File: src/rtl/input_buffer_logic.sv
// input_buffer_logic: assembles four strobed bytes into a 32-bit packet held until routed
module input_buffer_logic #(
  parameter int IDLE_TIMEOUT = 16
) (
  input  logic            clock,
  input  logic            reset_n,
  input  logic            data_transfer_in,
  input  logic [7:0]      input_data,
  input  logic            data_routed,
  output logic            ready_to_receive,
  output logic            input_buffer_loaded,
  output logic [3:0][7:0] data_out,
  output logic            err_overflow,
  output logic            err_timeout
);
  localparam int TW = IDLE_TIMEOUT > 0 ? $clog2(IDLE_TIMEOUT + 1) : 1;
  localparam logic [TW-1:0] IDLE_LAST = TW'(IDLE_TIMEOUT > 0 ? IDLE_TIMEOUT - 1 : 0);
  typedef enum logic {RECEIVE, FULL} state_t;
  state_t state, state_nx;
  logic [1:0] cnt;
  logic [3:0][7:0] asm_reg;
  logic [TW-1:0] idle;
  logic accept, complete, expire;
  always_ff @(posedge clock or negedge reset_n)
    if (!reset_n) state <= RECEIVE;
    else state <= state_nx;
  always_comb
    state_nx = (state == RECEIVE && complete) ? FULL :
               (state == FULL && data_routed) ? RECEIVE : state;
  always_comb begin
    accept = state == RECEIVE && data_transfer_in;
    complete = accept && cnt == 2'd3;
    expire = IDLE_TIMEOUT != 0 && state == RECEIVE && !data_transfer_in && cnt != 2'd0 && idle == IDLE_LAST;
  end
  // a strobe on the expiry edge is accepted, so accept is checked before expire
  always_ff @(posedge clock or negedge reset_n)
    if (!reset_n) begin
      cnt <= '0;
      asm_reg <= '0;
      data_out <= '0;
      idle <= '0;
      ready_to_receive <= 1'b1;
      input_buffer_loaded <= 1'b0;
      err_overflow <= 1'b0;
      err_timeout <= 1'b0;
    end else begin
      ready_to_receive <= state_nx == RECEIVE;
      input_buffer_loaded <= complete;
      err_overflow <= state == FULL && data_transfer_in;
      err_timeout <= expire;
      if (accept) begin
        asm_reg[2'd3 - cnt] <= input_data;
        cnt <= cnt + 2'd1;
        idle <= '0;
      end else if (expire || cnt == 2'd0) begin
        cnt <= '0;
        idle <= '0;
      end else if (state == RECEIVE) idle <= idle + 1'b1;
      if (complete) data_out <= {asm_reg[3:1], input_data};
    end
endmodule

File: config.mk
export PLATFORM = sky130hd
export DESIGN_NAME = input_buffer_logic
export DESIGN_NICKNAME = d
export VERILOG_FILES = /design/src/rtl/input_buffer_logic.sv
export SDC_FILE = /design/constraint.sdc
export NUM_CORES = 1
export LEC_CHECK = 0
export ABC_AREA = 1
export CAP_MARGIN = 20
export CORE_ASPECT_RATIO = 1.4
export CORE_UTILIZATION = 37
export DETAILED_ROUTE_END_ITERATION = 8
export GPL_TIMING_DRIVEN = 0
export SYNTH_ARGS = -nofsm -noshare
export SYNTH_HDL_FRONTEND = slang
export SYNTH_SLANG_ARGS = --single-unit
File: constraint.sdc
create_clock -name clock -period 1.91 [get_ports clock]
set_input_delay 0.191 -clock clock [delete_from_list [all_inputs] [get_ports clock]]
set_output_delay 0.191 -clock clock [all_outputs]
set_load 0.02 [all_outputs]
==> results of run 1 <==
-- kinds of logic (layout without fill, tap and decap cells) --
logic type / count (synthesis) / in the layout / share of synthesized area
and+or+nand+nor: 137 / 137 / 0.211
DFF: 68 / 68 / 0.638
AOI/OAI and AO/OA: 37 / 37 / 0.0736
buffers and inverters: 30 / 94 / 0.0492
adders and majority gates: 6 / 6 / 0.0281
-- what timing repair did --
item,CTS,global route
gates resized for setup,0,0
endpoints found under the hold margin,67,0
hold buffers,1,0
setup buffers,0,0
-- where the power goes --
group | switching, µW | internal, µW | leakage (µW) | total (µW)
sequential | 332 | 2040 | 0.000873 | 2370
clock | 602 | 620 | 0.0000973 | 1220
combinational | 1150 | 947 | 0.000760 | 2090
total | 2080 | 3610 | 0.00173 | 5690
-- layer usage --
metal,track usage,vias to the layer above,share of wire
met5,0,-,0
met1,0.214,919,0.44
li1,-,994,-
met3,0.0371,9,0.038
met4,0.0888,0,0.020
met2,0.259,38,0.50
-- cell usage after synthesis --
| master | n | share of area |
|---|---|---|
| a21oi_4 | 1 | 0.0061 |
| and2_1 | 1 | 0.0023 |
| buf_2 | 6 | 0.011 |
| buf_4 | 3 | 0.0084 |
| clkbuf_1 | 1 | 0.0014 |
| dfrtp_1 | 67 | 0.63 |
| dfstp_2 | 1 | 0.0098 |
| ha_1 | 6 | 0.028 |
| inv_1 | 18 | 0.025 |
| inv_2 | 2 | 0.0028 |
| nand2_1 | 116 | 0.16 |
| nand2_2 | 4 | 0.0094 |
| nand3_1 | 6 | 0.011 |
| nand4_1 | 3 | 0.0070 |
| nor2_1 | 4 | 0.0056 |
| nor2_2 | 1 | 0.0023 |
| nor2_8 | 1 | 0.0075 |
| nor3b_1 | 1 | 0.0028 |
| o21ai_0 | 2 | 0.0037 |
| o21ai_1 | 34 | 0.064 |
-- layout make-up --
type | count | share of cell area
timing repair buffer | 48 | 0.138
inverter | 20 | 0.0216
buffer | 10 | 0.0162
sequential | 68 | 0.491
clock buffer | 9 | 0.0357
multi-input combinational | 180 | 0.241
clock inverter | 7 | 0.0231
tap | 95 | 0.0342
-- worst max-delay path by stage --
| stage | from | to | slack, ns |
|---|---|---|---|
| 2_1_floorplan | idle[0] | cnt[0] | 0.49 |
| 3_3_place_gp | reset_n | data_out[14] | -1.60 |
| 3_5_place_dp | data_transfer_in | data_out[10] | 0.24 |
| 4_1_cts | ready_to_receive | ready_to_receive | 0.24 |
| 5_1_grt | idle[0] | cnt[0] | 0.20 |
| 6_report | ready_to_receive | ready_to_receive | 0.27 |
-- per-stage QoR --
step	power, µW	cells	hold slack, ns	cell area, µm²
finish	5690	437	0.438	3470
global route	6090	437	0.454	3470
CTS	5760	437	0.429	3470
detailed placement	4520	420	0.349	3260
floorplan	3570	278	-0.105	2670
global placement	4470	420	0.460	3260
==> run summary, run 1 <==
slew margin rel. -> 0.428
drt total wl -> 5.48 mm
Synthesis Warnings -> 0
nets@finish -> 355
max reg flops -> 32
syn nets -> 296
die height -> 103 µm
post-synthesis sequential area ratio -> 0.638
CP cell instances -> clkdlybuf4s50_1
crit path launch type -> flop
worst r2r src -> idle[0]
die area -> 7570 µm²
first-pass detailed-route iteration total -> 4
Core Region -> 6980 µm²
FF-to-FF path depth -> 7
Lkg Pwr -> 0.00173 µW
pin count of the biggest net entering global routing -> 69
fmax -> 608 MHz
Via Count -> 1960
first-pass GRT wire length -> 8.95 mm
VDD IR max -> 755 µV
fin crit share -> 0.861
crit-path max FO -> 1
distinct cell type count after synthesis -> 20
Synth Instances -> 278
critical path depth in cells -> 1
CTS buffer count -> 9
Data arrival, critical path -> 1.45 ns
FF/Latch Area -> 1700 µm²
vias per inst -> 4.49
CTS tree -> built
final setup violation count -> 0
hpwl dp -> 3.77 mm
Hold Path Stages -> 2
drt drc -> 0
Sink Count -> 68
leading cell type in the layout, fill and taps excluded -> nand2_1
critical path's slowest cell -> clkdlybuf4s50_1
most frequent cells in the layout -> nand2_1 (116), dfrtp_1 (67), clkdlybuf4s50_1 (46)
IO Count -> 48
Setup Total Neg Slack -> 0 ns
status -> completed
clk_lat worst skew -> 0.35 ns
final core utilization -> 0.497
CP Data Required Time -> 1.72 ns
Top Family by Delay on Critical Path -> buffers and inverters
capturing point of the worst reg2reg path -> cnt[1]
area of the multi-input gates -> 836 µm²
WL/cell -> 12.5 µm
kind of critical path -> reg -> out
global-route usage over all layers -> 0.166
RSZ-0062 raised after global routing -> no
Clock Root Buffer -> clkbuf_8
Buf+Inv Stages, Crit Path -> 1
Worst Tran Pin Value -> 0.858 ns
WHS Endpoint -> state
Remaining Overflow, GRT -> 0
Port Buffers -> 47
Synth Area per Inst -> 9.60 µm²
gpl congestion -> 0.728
vias in the first global route -> 1776
Final Max Slew Viols -> 0
layout cell share with drive strength beyond 1 -> 0.105
Iter 0 DRT Violations -> 144
row count -> 36
Die Span X -> 73.8 µm
antenna violations before repair -> 0
Inserted Diodes -> 0
Max clock buf depth -> 2
Hold Crit Start -> data_routed
fin crit period -> 1.64 ns
power per standard cell area -> 1640 nW/µm²
Post-Route Skew -> 0.0110 ns
pre-CTS setup slack -> 0.245 ns
Final Hold Fails -> 0
Reg clk slew, reported paths -> 0.08 ns
Slowest Stage Delay on Critical Path -> 0.59 ns
Starting Density -> 0.382
fillers -> 671
worst setup margin -> 0.266 ns
post-route ant nets -> 0
Max-Cap Viols -> 0
Reg2Reg Setup Slack -> 0.33 ns
CTS H-tree depth -> 3
Min-Delay Path Class -> in -> reg
critical path capture point type -> primary output
synth-to-layout area growth -> 30.0%
synthesized area -> 2670 µm²
Synth Register Bits -> 68
Power figures use the tool's default switching activity.
==> run 2, diff against run 1 <==
--- a/config.mk
+++ b/config.mk
@@ -7,10 +7,13 @@
 export LEC_CHECK = 0
 export ABC_AREA = 1
 export CAP_MARGIN = 20
+export CELL_PAD_IN_SITES_DETAIL_PLACEMENT = 2
+export CELL_PAD_IN_SITES_GLOBAL_PLACEMENT = 2
 export CORE_ASPECT_RATIO = 1.4
-export CORE_UTILIZATION = 37
+export CORE_UTILIZATION = 32
 export DETAILED_ROUTE_END_ITERATION = 8
-export GPL_TIMING_DRIVEN = 0
+export GPL_TIMING_DRIVEN = 1
+export PLACE_DENSITY_LB_ADDON = 0.1
 export SYNTH_ARGS = -nofsm -noshare
 export SYNTH_HDL_FRONTEND = slang
 export SYNTH_SLANG_ARGS = --single-unit
==> run 2 against run 1 <==
Against the previous run: largest cell class unchanged; via count rose by 6.1%; final area rose by 4.4%; register-to-register slack got worse by 0.03 ns; critical path type unchanged; die area rose by 15%; clock skew fell by 0.0037 ns; critical path depth did not move; combinational power rose by 2%.
==> run summary, run 2 (synthesis gave the netlist of run 1 again) <==
Die Span X -> 79.2 µm (was 73.8 µm)
fillers -> 885 (was 671)
kind of critical path -> reg -> out (unchanged)
Final Max Slew Viols -> 0 (unchanged)
global-route usage over all layers -> 0.185 (was 0.166)
Starting Density -> 0.328 (was 0.382)
Worst Tran Pin Value -> 0.453 ns (was 0.858 ns)
CTS tree -> built (unchanged)
Top Family by Delay on Critical Path -> buffers and inverters (unchanged)
VDD IR max -> 853 µV (was 755 µV)
RSZ-0062 raised after global routing -> no (unchanged)
WL/cell -> 16.2 µm (was 12.5 µm)
Lkg Pwr -> 0.00179 µW (was 0.00173 µW)
post-route ant nets -> 0 (unchanged)
Clk pwr share -> 0.289 (was 0.215)
crit-path max FO -> 1 (unchanged)
Hold Buf Count CTS -> 1 (unchanged)
clk_lat worst skew -> 0.34 ns (was 0.35 ns)
fin crit share -> 0.861 (about the same)
Comb pwr share -> 0.333 (was 0.368)
die height -> 110 µm (was 103 µm)
Min-Delay Path Class -> in -> async (was in -> reg)
pin count of the biggest net entering global routing -> 30 (was 69)
post-CTS setup repair buffer count -> 0 (unchanged)
fmax -> 608 MHz (about the same)
row count -> 39 (was 36)
Core Region -> 8150 µm² (was 6980 µm²)
antenna violations before repair -> 0 (unchanged)
most frequent cells in the layout -> nand2_1 (116), dfrtp_1 (67), clkdlybuf4s50_1 (46) (unchanged)
Max clock buf depth -> 2 (unchanged)
Inserted Diodes -> 0 (unchanged)
switching part of the total -> 0.346 (was 0.366)
vias in the first global route -> 2304 (was 1776)
status -> completed (unchanged)
layout cell share with drive strength beyond 1 -> 0.0976 (was 0.105)
Data arrival, critical path -> 1.45 ns (about the same)
Setup Total Neg Slack -> 0 ns (unchanged)
worst setup margin -> 0.265 ns (was 0.266 ns)
pre-CTS setup slack -> 0.300 ns (was 0.245 ns)
synth-to-layout area growth -> 35.7% (was 30.0%)
Iter 0 DRT Violations -> 83 (was 144)
Buf+Inv Stages, Crit Path -> 1 (unchanged)
critical path's slowest cell -> clkdlybuf4s50_1 (unchanged)
IO Count -> 48 (unchanged)
CP cell instances -> clkdlybuf4s50_1 (unchanged)
crit path launch type -> flop (unchanged)
final setup violation count -> 0 (unchanged)
max reg flops -> 32 (unchanged)
slew margin rel. -> 0.698 (was 0.428)
Switching Power -> 2220 µW (was 2080 µW)
Max-Cap Viols -> 0 (unchanged)
critical path capture point type -> primary output (unchanged)
Port Buffers -> 47 (unchanged)
Post-Route Skew -> 0.00727 ns (was 0.0110 ns)
Reg power frac -> 0.378 (was 0.417)
die area -> 8720 µm² (was 7570 µm²)
nets@finish -> 351 (was 355)
Reg clk slew, reported paths -> 0.06 ns (was 0.08 ns)
drt drc -> 0 (unchanged)
first-pass detailed-route iteration total -> 4 (unchanged)
hpwl dp -> 4.80 mm (was 3.77 mm)
leading cell type in the layout, fill and taps excluded -> nand2_1 (unchanged)
CTS H-tree depth -> 3 (unchanged)
power per standard cell area -> 1770 nW/µm² (was 1640 nW/µm²)
Remaining Overflow, GRT -> 0 (unchanged)
gpl congestion -> 0.748 (was 0.728)
Pint -> 4200 µW (was 3610 µW)
CTS buffer count -> 9 (unchanged)
post-cts sizing count -> 0 (unchanged)
fin crit period -> 1.65 ns (was 1.64 ns)
CP Data Required Time -> 1.72 ns (about the same)
drt total wl -> 7.13 mm (was 5.48 mm)
Slowest Stage Delay on Critical Path -> 0.59 ns (about the same)
vias per inst -> 4.73 (was 4.49)
first-pass GRT wire length -> 11.7 mm (was 8.95 mm)
Via Count -> 2079 (was 1960)
Final Hold Fails -> 0 (unchanged)
Clock Root Buffer -> clkbuf_16 (was clkbuf_8)
Sink Count -> 68 (unchanged)
[run 2: metal layers]
metal / GRT usage / vias up / wire, µm
li1: - / 977 / -
met1: 0.199 / 1048 / 2810
met2: 0.339 / 39 / 3920
met3: 0.0395 / 15 / 209
met4: 0.0948 / 0 / 186
met5: 0 / - / 0
[run 2: area by class of cell]
type                       instances  area (µm²)  share of cell area
sequential                        68        1700               0.470
timing repair buffer              54         546               0.151
clock inverter                     5        83.8              0.0231
multi-input combinational        180         836               0.231
clock buffer                      11         253              0.0698
inverter                          20        75.1              0.0207
tap                              102         128              0.0352
[run 2: final timing paths]
path / start / endpoint / slack (ns) / depth (start not counted)
max reg2reg: idle[0] / cnt[1] / 0.30 / 7
max in group asynchronous: reset_n / ready_to_receive / 0.98 / 3
min reg2reg: asm_reg[31] / data_out[31] / 0.47 / 2
max: ready_to_receive / ready_to_receive / 0.26 / 1
min: reset_n / data_out[9] / 0.31 / 2
min in group clock: data_routed / state / 0.46 / 2
[run 2: per-stage QoR]
step	power [µW]	area, µm²	cells	hold slack (ns)	utilization
after global placement	4500	3280	423	0.137	0.402
after global routing	6840	3620	440	0.352	0.445
after CTS	6540	3620	440	0.321	0.445
after detailed placement	4600	3280	423	0.143	0.402
after floorplan	3570	2670	278	-0.105	-
final	6420	3620	440	0.309	0.445
[run 2: power by group through the flow]
stage | clock network, µW | logic [µW] | registers [µW]
after floorplan | 0 | 829 | 2750
after global placement | 0 | 2080 | 2420
after detailed placement | 0 | 2160 | 2450
after CTS | 1900 | 2200 | 2440
after global routing | 1960 | 2370 | 2510
final | 1860 | 2140 | 2430
